**src/rtl/path_test_pkg.sv**
```systemverilog
// Shared types and constants for the long-path test sequencer.
package path_test_pkg;

  typedef enum logic [2:0] {
    IDLE,
    LAUNCH,
    WAIT,
    CHECK,
    DONE
  } state_e;

  // Feedback taps at bits 31, 21, 1 and 0.
  localparam logic [31:0] LFSR_TAPS    = 32'h8020_0003;
  localparam logic [31:0] DEFAULT_SEED = 32'hACE1_0001;

  // One Fibonacci step: shift left, feedback enters at bit 0.
  function automatic logic [31:0] lfsr_next(input logic [31:0] q);
    return {q[30:0], ^(q & LFSR_TAPS)};
  endfunction

endpackage

```
**src/rtl/lfsr32.sv**
```systemverilog
// 32-bit pattern generator with synchronous reload and advance-enable.
module lfsr32
  import path_test_pkg::*;
#(
  parameter logic [31:0] RST_VAL = DEFAULT_SEED
) (
  input  logic        clk,
  input  logic        rst,
  input  logic        load,
  input  logic        adv,
  input  logic [31:0] seed,
  output logic [31:0] q
);

  logic [31:0] lfsr_q;

  // Reload takes priority over advancing so a new run always starts from the seed.
  always_ff @(posedge clk or negedge rst) begin
    if (!rst) begin
      lfsr_q <= RST_VAL;
    end else if (load) begin
      lfsr_q <= seed;
    end else if (adv) begin
      lfsr_q <= lfsr_next(lfsr_q);
    end
  end

  assign q = lfsr_q;

endmodule

```
**src/rtl/path_test_ctrl.sv**
```systemverilog
// Launches pseudo-random vectors into a path under test and its relaxed
// reference, compares the two results after a fixed latency, counts
// mismatches and reports status on an LED.
module path_test_ctrl
  import path_test_pkg::*;
#(
  parameter int          DATA_W  = 32,
  parameter int          LAT     = 3,
  parameter int          NUM_VEC = 1024,
  parameter logic [31:0] SEED    = DEFAULT_SEED,
  parameter int          ERR_W   = 16,
  parameter int          BLINK_W = 24
) (
  input  logic              clk,
  input  logic              rst,
  input  logic              start,
  input  logic              stop,
  output logic [DATA_W-1:0] vec_o,
  input  logic              dut_res_i,
  input  logic              ref_res_i,
  output logic              busy,
  output logic              done,
  output logic [ERR_W-1:0]  err_cnt,
  output logic [31:0]       vec_cnt,
  output logic              led
);

  localparam logic [3:0]  WAIT_INIT = 4'(LAT - 1);
  localparam logic [31:0] NUM_VEC_U = 32'(NUM_VEC);

  state_e             state_q, state_d;
  logic [DATA_W-1:0]  vec_q, vec_d;
  logic [3:0]         wait_q, wait_d;
  logic               stop_q, stop_d;
  logic [ERR_W-1:0]   err_q, err_d;
  logic [31:0]        vcnt_q, vcnt_d;
  logic [BLINK_W-1:0] blink_q;
  logic               led_q, led_d;
  logic               lfsr_load, lfsr_adv;
  logic [31:0]        lfsr_q;
  logic               busy_w;
  logic               wrap_slow, wrap_fast;

  lfsr32 #(
    .RST_VAL(SEED)
  ) u_lfsr (
    .clk  (clk),
    .rst  (rst),
    .load (lfsr_load),
    .adv  (lfsr_adv),
    .seed (SEED),
    .q    (lfsr_q)
  );

  assign busy_w    = (state_q == LAUNCH) || (state_q == WAIT) || (state_q == CHECK);
  assign wrap_slow = &blink_q;
  assign wrap_fast = &blink_q[BLINK_W-3:0];

  // Sequencer next state, vector launch, latency countdown and result counters.
  always_comb begin
    state_d   = state_q;
    vec_d     = vec_q;
    wait_d    = wait_q;
    err_d     = err_q;
    vcnt_d    = vcnt_q;
    lfsr_load = 1'b0;
    lfsr_adv  = 1'b0;
    case (state_q)
      IDLE: begin
        if (start) begin
          err_d     = '0;
          vcnt_d    = '0;
          lfsr_load = 1'b1;
          state_d   = LAUNCH;
        end
      end
      LAUNCH: begin
        vec_d    = DATA_W'(lfsr_q);
        lfsr_adv = 1'b1;
        wait_d   = WAIT_INIT;
        // A one-cycle latency has no wait phase at all.
        state_d  = (LAT == 1) ? CHECK : WAIT;
      end
      WAIT: begin
        wait_d = wait_q - 4'd1;
        if (wait_q == 4'd1) begin
          state_d = CHECK;
        end
      end
      CHECK: begin
        if ((dut_res_i != ref_res_i) && !(&err_q)) begin
          err_d = err_q + 1'b1;
        end
        vcnt_d = vcnt_q + 32'd1;
        if (stop_q || ((NUM_VEC != 0) && (vcnt_d == NUM_VEC_U))) begin
          state_d = DONE;
        end else begin
          state_d = LAUNCH;
        end
      end
      DONE:    state_d = IDLE;
      default: state_d = IDLE;
    endcase
  end

  // Stop request is sticky only while a run is active, so it is clear again by IDLE.
  always_comb begin
    stop_d = busy_w ? (stop_q | stop) : 1'b0;
  end

  // LED: slow blink while running, solid on for a clean run, fast blink after errors.
  always_comb begin
    led_d = led_q;
    if (busy_w) begin
      if (wrap_slow) led_d = ~led_q;
    end else if ((err_q == '0) && (vcnt_q == '0)) begin
      led_d = 1'b0;
    end else if (err_q == '0) begin
      led_d = 1'b1;
    end else if (wrap_fast) begin
      led_d = ~led_q;
    end
  end

  // Sequencer and counter registers.
  always_ff @(posedge clk or negedge rst) begin
    if (!rst) begin
      state_q <= IDLE;
      vec_q   <= '0;
      wait_q  <= '0;
      stop_q  <= 1'b0;
      err_q   <= '0;
      vcnt_q  <= '0;
    end else begin
      state_q <= state_d;
      vec_q   <= vec_d;
      wait_q  <= wait_d;
      stop_q  <= stop_d;
      err_q   <= err_d;
      vcnt_q  <= vcnt_d;
    end
  end

  // Free-running blink divider and LED register.
  always_ff @(posedge clk or negedge rst) begin
    if (!rst) begin
      blink_q <= '0;
      led_q   <= 1'b0;
    end else begin
      blink_q <= blink_q + 1'b1;
      led_q   <= led_d;
    end
  end

  assign vec_o   = vec_q;
  assign busy    = busy_w;
  assign done    = (state_q == DONE);
  assign err_cnt = err_q;
  assign vec_cnt = vcnt_q;
  assign led     = led_q;

endmodule

```
**config.mk**
```make
export PLATFORM = sky130hd
export DESIGN_NAME = path_test_ctrl
export DESIGN_NICKNAME = d
export VERILOG_FILES = /design/src/rtl/path_test_pkg.sv /design/src/rtl/lfsr32.sv /design/src/rtl/path_test_ctrl.sv
export SDC_FILE = /design/constraint.sdc
export NUM_CORES = 1
export LEC_CHECK = 0
export CAP_MARGIN = 20
export CORE_MARGIN = 5
export CORE_UTILIZATION = 56
export DETAILED_ROUTE_END_ITERATION = 8
export PLACE_DENSITY = 0.91
export SLEW_MARGIN = 20
export SYNTH_ARGS = -nofsm -noshare
export SYNTH_HDL_FRONTEND = slang
export SYNTH_SLANG_ARGS = --single-unit
export TNS_END_PERCENT = 1
```
**constraint.sdc**
```tcl
create_clock -name clk -period 3.8 [get_ports clk]
set_clock_uncertainty 0.15 [all_clocks]
set_input_delay 0.76 -clock clk [delete_from_list [all_inputs] [get_ports clk]]
set_output_delay 0.76 -clock clk [all_outputs]
set_load 0.05 [all_outputs]
```
* Word-level counts from Yosys, hierarchy flattened
Index checks and enable logic that the tools add are counted.
Storage, ports and cells: logic and storage cells 68, output and inout port bits 83, bits in registers 145, input port bits 6
Operators by class: muxes and demuxes 21, bitwise operators 2, equal/unequal tests 11, reductions and logical operators 21, $add $sub $neg 4
Operators with widths (count):
- 32-bit two-way mux | 3
- 32-bit one-hot mux with 2 select lines | 1
- 32-bit by 1-bit adder with 32-bit output (second input constant) | 1
- 32-bit by 11-bit equality test with 1-bit output (second input constant) | 1
- 32-bit logical NOT | 1
- 16-bit two-way mux | 2
- 16-bit one-hot mux with 2 select lines | 1
- 32-bit XOR reduction | 1
- 24-bit by 1-bit adder with 24-bit output (second input constant) | 1
- 24-bit AND reduction | 1
- 22-bit AND reduction | 1
- 16-bit by 1-bit adder with 16-bit output (second input constant) | 1
- 16-bit logical NOT | 1
- 16-bit AND reduction | 1
- 3-bit one-hot mux with 4 select lines | 1
- 1-bit two-way mux | 9
- 3-bit two-way mux | 3
- 4-bit one-hot mux with 2 select lines | 1
- 3-bit by 2-bit equality test with 1-bit output (second input constant) | 2
- 2-bit by 1-bit != test with 1-bit output (second input constant) | 3
- 2-bit AND reduction | 3
- 2-bit nonzero test | 3
- 4-bit by 1-bit equality test with 1-bit output (second input constant) | 1
- 4-bit nonzero test | 1
- other kinds (12) | 15

* Depth between registers and ports, before layout
word-level depth 5, depth in mapped cells 9, depth with buffers taken out 8

* By module
A second synthesis with hierarchy kept.
Unflattened totals: cell total of the unflattened synthesis 746, area, all modules 7403.4 µm²
By module, submodules not included:
- path_test_ctrl | area an instance 5881.9 µm², cells an instance 600, seq. area each 2827.7 µm², instances 1
- lfsr32 | area an instance 1521.5 µm², cells an instance 146, seq. area each 812.0 µm², instances 1

* Worst setup path after synthesis
No wires, ideal clock.
kind register to register, start point register vcnt_q[1], in the netlist vec_cnt[1], end point register state_q[0], library setup time 135 ps, clock period less this slack 3395 ps, data required time 3515 ps, arrival 3110 ps, path buffers 1, slack 405 ps, cell stages (with the launch flop) 10, cell sequence dfrtp_1 -> ha_1 -> nand4_4 -> or4_4 -> buf_6 -> o31ai_4 -> o211ai_1 -> or4_4 -> o41ai_2 -> a31oi_1
On the way: longest elaborated chain between the ends 5
RTL lines:
- from (decl) | line path_test_ctrl.sv:36 | logic [31:0] vcnt_q, vcnt_d;
- from (signal assigned) | line path_test_ctrl.sv:140 | vcnt_q <= vcnt_d;
- 32-bit by 1-bit adder with 32-bit output | line path_test_ctrl.sv:94 | vcnt_d = vcnt_q + 32'd1;
- 32-bit by 11-bit equality test with 1-bit output | line path_test_ctrl.sv:95 | if (stop_q || ((NUM_VEC != 0) && (vcnt_d == NUM_VEC_U))) begin
- 1-bit logical OR | line path_test_ctrl.sv:95
- 3-bit two-way mux | line path_test_ctrl.sv:95
- 3-bit one-hot mux with 4 select lines | line path_test_ctrl.sv:68 | case (state_q)
- to (signal assigned) | line path_test_ctrl.sv:135 | state_q <= state_d;
- to (decl) | line path_test_ctrl.sv:31 | state_e state_q, state_d;
Every way passes these cells. A chain may end at the register's enable or synchronous reset.

* Worst setup path after layout
start point register state_q[0], end point output busy
On the way: longest elaborated chain between the ends 3, elaborated cells on any way between the ends 5, classes of those cells 3 x eq/ne; 2 x reduce/logical
RTL lines:
- 3-bit by 1-bit equality test with 1-bit output / 3-bit by 2-bit equality test with 1-bit output (equally long branches) | line path_test_ctrl.sv:55 | assign busy_w = (state_q == LAUNCH) || (state_q == WAIT) || (state_q == CHECK);
- 1-bit logical OR | line path_test_ctrl.sv:55
- 1-bit logical OR * | line path_test_ctrl.sv:55
- to (decl) | line path_test_ctrl.sv:21 | output logic busy,
Every way passes the cells marked *; elsewhere a longest branch is shown, timed or not.

==> impl_metrics.yaml <==
floorplanning:
  die_y_um: 122.1
  start_util: 0.5645
  die_w_um: 122.1
  core-area_sq_mm: 0.01247
  rows: 41
  dieArea_sq_mm: 0.01491
  ios: 89
timing:
  setup_viol: 0
  worst_pin_slew_ns: 0.7823
  period_minus_slack_ns: 3.368
  period_share: 0.8864
  fin_ws_ns: 0.4317
  relSlewSlack: 0.4772
  final.setup.tns_ns: 0
  slew_viol_final: 0
  max_clock_freq_mhz: 296.9
  rsz0062_at_grt: "no"
  hold_viol: 0
clock_network:
  cts_tree: "done"
  clk_pin_slew_ns: 0.06
  cts_resized: 0
  clock_latency_ns: 0.43
  hold_buffers: 0
  ctsHtreeMaxLevel: 4
  cts_buffers: 17
  postCtsSetupBuffers: 0
  cts_max_path_buffers: 2
  cts_sinks: 145
  root_buffer: "clkbuf_16"
logic_synthesis:
  ys_seq_elements: 145
  yosysTopAreaCell: "dfrtp_1"
  synth_edf_count: 0
  ys.flop_type: "dfrtp_1"
  synth.most_common_cell: "nand2_1"
  async_flop_share: 1.000
  synth_fp_nets: 796
  synth_cells: 783
  syn_avg_cell_area_sq_um: 8.987
  yosysSeqAreaShare: 0.5172
  syn_area_sq_mm: 0.007037
  synth_top_area_frac: 0.4836
  ys_warn_count: 0
  synth_cell_types: 54
  synth.area.top_cells: "dfrtp_1 48%, nand2_1 9.5%, xnor2_1 4.1%"
  synth_commonest_cells: "178 x nand2_1, 136 x dfrtp_1, 59 x nor2_1"
global_routing:
  grt_pass1_vias: 5771
  grt_max_degree: 88
  grt_usage: 0.2396
  grt_antenna_before_repair: 0
  grt_pass1_wl_um: 28280
  grt_overflow: 0
critical_path:
  worstPathArrival_ns: 2.46
  crit_buf_inv: 2
  cp-end-kind: "output pin"
  start_kind: "flip-flop"
  r2r_slack_ns: 0.65
  cp_data_required_time_ns: 2.89
  max_stage_delay_ns: 0.84
  slowest_stage: "clkdlybuf4s50_1"
  critical_path_class: "reg -> out"
  crit_fanout: 12
  cpLargestDelayFamily: "buffers and inverters"
  crit_chain: "nor2_1 -> or2_2 -> inv_1 -> clkdlybuf4s50_1"
drt:
  wire_per_inst_um: 16.76
  via_per_inst: 5.904
  first_pass_iters: 6
  drt_iter0_markers: 630
  drtAntennaViolNets: 0
  drt-total-wl_um: 17460
  vias: 6152
  drc: 0
layout:
  antennaDiodeCount: 0
  drive_gt1_frac: 0.07931
  final_nets: 870
  synthToLayoutAreaGrowth_pct: 22.78
placement:
  dp_hpwl_um: 11490
  routabilityCongestion: 0.9640
  io_buffer_count: 88
  dpl_worst_slack_ns: 0.6665
power:
  power_density_mw_per_mm2: 707.9
  peakVddDrop_mv: 0.4651
  leakagePower_nw: 3.796
job:
  cap_violations: 0
worst_hold_path:
  hp-class: "in -> async"
status:
  outcome: "complete, no violations"
area by class of cell:
type | instances | area, sq um
Sequential cell | 145 | 3640
Timing Repair Buffer | 100 | 972.2
Tap cell | 172 | 215.2
Multi-Input combinational cell | 580 | 3174
Fill cell | 934 | 3826
Clock inverter | 14 | 150.1
Inverter | 13 | 48.80
Clock buffer | 18 | 439.2
sequential cells by signal, indices dropped and copies added (netlist names):
name      flops
vec_cnt      32
stop_q        1
u_lfsr.q     32
vec_o        32
err_cnt      16
led           1
blink_q      24
wait_q        4
state_q       3
worst paths after layout:
path                              from      endpoint  depth (start not counted)
setup / recovery            state_q[0]          busy                          4
hold / removal                     rst   blink_q[19]                          1
setup reg to reg            vec_cnt[0]    state_q[0]                          8
hold reg to reg            blink_q[20]   blink_q[20]                          1
max in group asynchronous          rst  u_lfsr.q[26]                          2
min in group clk           blink_q[20]   blink_q[20]                          1
layer usage:
layer / routed length [um] / global-route usage / part of all wire / up-vias
li1: - / - / - / 2854
met2: 8592 / 0.3909 / 0.49 / 270
met1: 7328 / 0.3176 / 0.42 / 2989
met3: 1171 / 0.05200 / 0.067 / 39
met5: 0 / 0 / 0 / -
met4: 368 / 0.08677 / 0.021 / 0
logic make-up after synthesis:
group / Yosys count / synth area share
flops: 145 / 0.5172
buf+inv: 58 / 0.03307
fa+ha+maj: 7 / 0.01245
xor+xnor: 54 / 0.06721
compound gates: 135 / 0.1154
simple gates: 380 / 0.2488
mux: 4 / 0.005868
metrics by stage:
step           hold WS [ns]  std cells  cell area, sq um  total power, mW  utilization
5_1_grt              0.2944       1042              8640            6.414       0.6931
2_1_floorplan        0.2880        783              7037            3.675            -
3_5_place_dp         0.3057       1010              8050            4.453       0.6458
6_report             0.2312       1042              8640            6.116       0.6931
3_3_place_gp         0.3022       1010              8050            4.386       0.6458
4_1_cts              0.2626       1042              8640            6.127       0.6931
worst register-to-register path, stage by stage, from the launching register on:
cell	delay (ns)
dfrtp_1	0.40
ha_1	0.30
nand4_4	0.18
or4_4	0.63
o31ai_4	0.23
o211ai_1	0.12
or4_4	0.56
o41ai_2	0.34
a31oi_1	0.12
cells in the final DEF, fill, tap and decap left out, types with 3 or more instances in the layout:
master,n
inv_6,6
nand3_1,45
buf_4,12
a21oi_1,37
a21o_1,3
clkbuf_16,17
nor3_1,15
nor4_1,18
dfstp_2,9
dfrtp_1,136
mux2i_1,3
and3_1,15
and4_1,4
or2_2,5
clkdlybuf4s50_1,87
xor2_1,21
ha_1,7
clkinvlp_4,3
xnor2_1,33
o31ai_1,13
nor2_1,58
nand4_1,19
o21ai_0,53
inv_1,11
nand2_1,177
and2_1,4
a31oi_1,7
or3_1,5
clkinv_2,3
power by group:
part / leakage, nW / switching (mW) / internal, mW
Combinational: 1.58 / 1.57 / 0.713
Sequential: 1.93 / 0.274 / 1.89
Clock: 0.284 / 0.672 / 0.991
Total: 3.80 / 2.52 / 3.60
Note: power is estimated with default switching activity, not from simulation.
